### src/rtl/ccff_chain_loader.sv
// Serializes bitstream words MSB-first onto a ccff configuration chain and
// gates the chain clock so it only shifts when a valid bit is on ccff_head.
module ccff_chain_loader #(
  parameter int CHAIN_LEN = 48,
  parameter int WORD_W    = 8,
  parameter int CNT_W     = 16
) (
  input  logic              prog_clk,
  input  logic              pReset,
  input  logic              start,
  input  logic              check_en,
  input  logic [WORD_W-1:0] bs_data,
  input  logic              bs_valid,
  output logic              bs_ready,
  output logic              ccff_head,
  output logic              chain_clk_en,
  input  logic              ccff_tail,
  output logic              busy,
  output logic              done,
  output logic              error,
  output logic [CNT_W-1:0]  shift_count
);

  localparam int NWORDS = (CHAIN_LEN + WORD_W - 1) / WORD_W;
  localparam int SR_W   = $clog2(WORD_W + 1);

  localparam logic [CNT_W-1:0] LEN_C    = CNT_W'(CHAIN_LEN);
  localparam logic [CNT_W-1:0] LAST_C   = CNT_W'(CHAIN_LEN - 1);
  localparam logic [CNT_W-1:0] NW_C     = CNT_W'(NWORDS);
  localparam logic [SR_W-1:0]  REFILL_C = SR_W'(WORD_W - 1);

  typedef enum logic [1:0] {IDLE, LOAD, DONE} state_t;

  state_t              state_q, state_d;
  logic [WORD_W-1:0]   buf_q, buf_d;
  logic                buf_full_q, buf_full_d;
  logic [WORD_W-1:0]   sr_q, sr_d;
  logic [SR_W-1:0]     sr_cnt_q, sr_cnt_d;
  logic [CNT_W-1:0]    issued_q, issued_d;
  logic [CNT_W-1:0]    accepted_q, accepted_d;
  logic                check_q, check_d;

  logic                bs_ready_d, ccff_head_d, chain_clk_en_d;
  logic                busy_d, done_d, error_d;
  logic [CNT_W-1:0]    shift_count_d;

  // NOTE: every state element uses <= so all registers update together from
  // the pre-edge values; buffer/shift data are reset too so no X reaches ccff_head.
  always_ff @(posedge prog_clk or posedge pReset) begin
    if (pReset) begin
      state_q      <= IDLE;
      buf_q        <= '0;
      buf_full_q   <= 1'b0;
      sr_q         <= '0;
      sr_cnt_q     <= '0;
      issued_q     <= '0;
      accepted_q   <= '0;
      check_q      <= 1'b0;
      bs_ready     <= 1'b0;
      ccff_head    <= 1'b0;
      chain_clk_en <= 1'b0;
      busy         <= 1'b0;
      done         <= 1'b0;
      error        <= 1'b0;
      shift_count  <= '0;
    end else begin
      state_q      <= state_d;
      buf_q        <= buf_d;
      buf_full_q   <= buf_full_d;
      sr_q         <= sr_d;
      sr_cnt_q     <= sr_cnt_d;
      issued_q     <= issued_d;
      accepted_q   <= accepted_d;
      check_q      <= check_d;
      bs_ready     <= bs_ready_d;
      ccff_head    <= ccff_head_d;
      chain_clk_en <= chain_clk_en_d;
      busy         <= busy_d;
      done         <= done_d;
      error        <= error_d;
      shift_count  <= shift_count_d;
    end
  end

  // NOTE: every signal gets its hold value first, so no path leaves one
  // unassigned and no latch is inferred.
  always_comb begin
    state_d        = state_q;
    buf_d          = buf_q;
    buf_full_d     = buf_full_q;
    sr_d           = sr_q;
    sr_cnt_d       = sr_cnt_q;
    issued_d       = issued_q;
    accepted_d     = accepted_q;
    check_d        = check_q;
    ccff_head_d    = ccff_head;
    chain_clk_en_d = chain_clk_en;
    busy_d         = busy;
    done_d         = done;
    error_d        = error;
    shift_count_d  = shift_count;

    unique case (state_q)
      IDLE, DONE: begin
        if (start) begin
          state_d        = LOAD;
          busy_d         = 1'b1;
          done_d         = 1'b0;
          error_d        = 1'b0;
          shift_count_d  = '0;
          check_d        = check_en;
          chain_clk_en_d = 1'b0;
          buf_full_d     = 1'b0;
          sr_cnt_d       = '0;
          issued_d       = '0;
          accepted_d     = '0;
        end
      end
      LOAD: begin
        chain_clk_en_d = 1'b0;
        // chain_clk_en high at this edge means the chain shifts right now.
        if (chain_clk_en) begin
          shift_count_d = shift_count + CNT_W'(1);
          if (check_q && ccff_tail) error_d = 1'b1;
        end
        if (chain_clk_en && shift_count == LAST_C) begin
          state_d = DONE;
          busy_d  = 1'b0;
          done_d  = 1'b1;
        end else begin
          // Bits beyond CHAIN_LEN (low bits of the last word) are never issued.
          if (issued_q != LEN_C) begin
            if (sr_cnt_q != '0) begin
              ccff_head_d    = sr_q[WORD_W-1];
              sr_d           = sr_q << 1;
              sr_cnt_d       = sr_cnt_q - SR_W'(1);
              issued_d       = issued_q + CNT_W'(1);
              chain_clk_en_d = 1'b1;
            end else if (buf_full_q) begin
              ccff_head_d    = buf_q[WORD_W-1];
              sr_d           = buf_q << 1;
              sr_cnt_d       = REFILL_C;
              buf_full_d     = 1'b0;
              issued_d       = issued_q + CNT_W'(1);
              chain_clk_en_d = 1'b1;
            end
          end
          if (bs_valid && bs_ready) begin
            buf_d      = bs_data;
            buf_full_d = 1'b1;
            accepted_d = accepted_q + CNT_W'(1);
          end
        end
      end
      default: state_d = IDLE;
    endcase

    bs_ready_d = busy_d && !buf_full_d && (accepted_d < NW_C);
  end

endmodule

### config.mk
export PLATFORM = sky130hd
export DESIGN_NAME = ccff_chain_loader
export DESIGN_NICKNAME = d
export VERILOG_FILES = /design/src/rtl/ccff_chain_loader.sv
export SDC_FILE = /design/constraint.sdc
export NUM_CORES = 1
export LEC_CHECK = 0
export CAP_MARGIN = 15
export CORE_ASPECT_RATIO = 1.4
export CORE_UTILIZATION = 35
export DETAILED_ROUTE_END_ITERATION = 7
export HOLD_SLACK_MARGIN = 0.03
export SETUP_SLACK_MARGIN = 0.2
export SYNTH_ARGS = -nofsm -noshare
export SYNTH_HDL_FRONTEND = slang
export SYNTH_SLANG_ARGS = --single-unit
export TNS_END_PERCENT = 5
### constraint.sdc
create_clock -name prog_clk -period 3.25 [get_ports prog_clk]
set_input_delay 0.65 -clock prog_clk [delete_from_list [all_inputs] [get_ports prog_clk]]
set_output_delay 0.65 -clock prog_clk [all_outputs]
set_load 0.01 [all_outputs]
==> results.txt <==
Final Setup Violations = 0
mapped cell area = 3870 sq um
Post-synth ARST share = 1.000
critical path type = flip-flop to flip-flop
total gr overflow = 0
CTS H-tree lvls = 3
Arr. time, crit path = 2850 ps
largest net degree at the start of global routing = 78
Gate Count Post-Synth = 394
row count = 45
CTS max path bufs = 2
Final period util = 0.7965
CP endpoint kind = flip-flop
#FFs+latches synth = 77
Worst Tran Pin Value = 669.3 ps
status = completed
Starting Density = 0.3580
vias in the first global route = 2936
Fill cells = 1082
Post-synth top flop = dfrtp_1
synth unique cells = 57
switching share of power = 0.3665
Post-CTS Hold Fix Bufs = 0
Detail Route Antenna Nets = 0
crit path from = shift_count[6]
Crit Reg-Reg Endpoint = bs_ready
Post-CTS Setup Bufs = 0
dpl cell area = 4392 sq um
Die Height = 126.4 um
Leak = 2.007 nW
most frequent cells in the layout = dfrtp_1 (77), nand2_1 (53), nor2_1 (48), clkdlybuf4s50_1 (35), o21ai_0 (19)
fin crit period = 2589 ps
Clock transition at path regs = 60 ps
commonest non-fill, non-tap cell in the layout = dfrtp_1
port bufs = 35
CTS sink count = 77
register area share after synthesis = 0.4979
RSZ-0062 raised after global routing = no
combinational power share = 0.354
CP Launch Type = flip-flop
number of max-cap violations = 0
Final Skew = 5.637 ps
HPWL after DPL = 5581 um
DIE WIDTH = 90.87 um
Fin Setup TNS = 0 ps
Iter 0 DRT Violations = 104
Setup crit end = bs_ready
total number of vias = 3000
Hold Path Class = flip-flop to flip-flop
Crit path required time = 3510 ps
Total GRT Usage = 0.1554
post-synth net total = 413
CTS Buf Count = 9
residual DRC count = 0
worst vdd ir = 362.7 uV
placer congestion estimate = 0.7563
Design Power = 0.003674 W
I/O pins = 36
worst setup margin = 661.3 ps
TritonCTS clock tree = yes
area of the die = 11490 sq um
FF-to-FF path depth = 7
TritonRoute pass-1 iters = 4
worst rel slew slack = 0.5534
final hold vios = 0
vias per cell = 5.190
first-pass GRT wire length = 14100 um
critical-path maximum fanout = 10
Post-synth EDFFs = 0
pre-CTS setup slack = 298.0 ps
clock latency on the worst-skew pair = 340 ps
Slew Limit Fails = 0
Post-Layout Inst Area = 4659 sq um
internal power = 0.002327 W
fmax = 0.3863 GHz
Total Wirelength = 8240 um
layout cells sized above 1 = 0.1167
clock share of power = 0.249
R2R setup slack = 660 ps
antenna violations before repair = 0
Post-CTS Resized = 0
final net count = 451
Core Area = 10810 sq um
power per cell area = 788.5 nW/um^2
Sw Pwr = 0.001347 W
synth warn = 0
Ant. Diodes = 0
worst r2r src = shift_count[6]
Seq pwr share = 0.398
Layout area overhead = 20.40%
synthesized area per cell = 9.822 sq um
Root Buffer = clkbuf_16
Routed WL per cell = 14.26 um
layer usage:
metal	share of wire	wire length, um	global-route usage
met5	0	0	0
met1	0.45	3696	0.1850
met4	0.022	185	0.07843
met3	0.027	221	0.03058
met2	0.50	4137	0.2665
sequential cells by signal, indices dropped and copies added (netlist names):
signal and flops:
accepted_q 16, issued_q 16, shift_count 16, buf_q 8, sr_q 7, sr_cnt_q 4
state_q 2, bs_ready 1, buf_full_q 1, busy 1, ccff_head 1, chain_clk_en 1
check_q 1, done 1, error 1
area by class of cell:
cell class | instances | area [sq um] | area share
Inverter | 15 | 56.30 | 0.01208
Clock inverter | 6 | 38.79 | 0.008324
Clock buffer | 10 | 229.0 | 0.04914
Multi-Input combinational cell | 288 | 1824 | 0.3915
Timing Repair Buffer | 41 | 407.9 | 0.08754
Sequential cell | 77 | 1927 | 0.4135
Tap cell | 141 | 176.4 | 0.03786
critical path: stages (launching register included):
cell and delay (ps):
dfrtp_1 430, nor4_2 320, nand3b_2 280, nor2_2 480, nor4_2 120, mux2i_1 170, or4_1 540, nor3_2 160
logic make-up after synthesis:
group | Yosys count | share of synthesized area
simple gates | 180 | 0.2477
flops | 77 | 0.4979
compound gates | 61 | 0.1025
buf+inv | 29 | 0.03136
xor+xnor | 23 | 0.05205
mux | 19 | 0.05238
fa+ha+maj | 5 | 0.01617
power by group through the flow:
stage | sequential, W | clock (W) | combinational [W]
2_1_floorplan | 0.00145 | 0 | 0.000892
3_3_place_gp | 0.00147 | 0 | 0.00127
3_5_place_dp | 0.00148 | 0 | 0.00131
4_1_cts | 0.00146 | 0.000938 | 0.00132
5_1_grt | 0.00151 | 0.000980 | 0.00147
6_report | 0.00146 | 0.000913 | 0.00130
stage by stage:
step                        util  cells  hold WS (ps)
after floorplan                -    394         439.1
after global placement    0.4063    562         455.3
after detailed placement  0.4063    562         464.9
after CTS                 0.4310    578         480.2
after global routing      0.4310    578         504.7
final                     0.4310    578         479.7
worst min-delay path by stage:
stage                                 to  slack, ps            from  cells after the start
after global routing             check_q        500         check_q                      2
after global placement    accepted_q[15]        460  accepted_q[15]                      1
after floorplan           accepted_q[15]        440  accepted_q[15]                      1
after CTS                        check_q        480         check_q                      2
after detailed placement         check_q        460         check_q                      2
final                     accepted_q[15]        480  accepted_q[15]                      1
synth_stat cells, types with 2 or more instances:
cell type	number	share of area
nand2b_1	2	0.0032
nor2_1	48	0.047
nand2_1	53	0.051
o21ai_1	2	0.0026
o211ai_1	6	0.012
nand4_1	10	0.016
dfrtp_1	77	0.50
a21oi_1	10	0.013
inv_1	15	0.015
o21a_1	3	0.0058
xor2_1	13	0.029
nor2b_1	4	0.0065
xnor2_1	10	0.023
ha_1	5	0.016
mux2i_1	9	0.023
o31ai_1	5	0.0097
nor4_2	2	0.0065
and4_1	2	0.0045
nor4_4	2	0.011
or3_1	6	0.0097
and3_1	6	0.0097
nand3_1	15	0.019
o2111ai_1	2	0.0045
a31oi_1	7	0.011
nor4_1	5	0.0081
mux2_2	10	0.029
o21ai_0	19	0.025
and2_1	4	0.0065
nor3_1	5	0.0065
clkbuf_1	10	0.0097
Power figures use the tool's default switching activity.
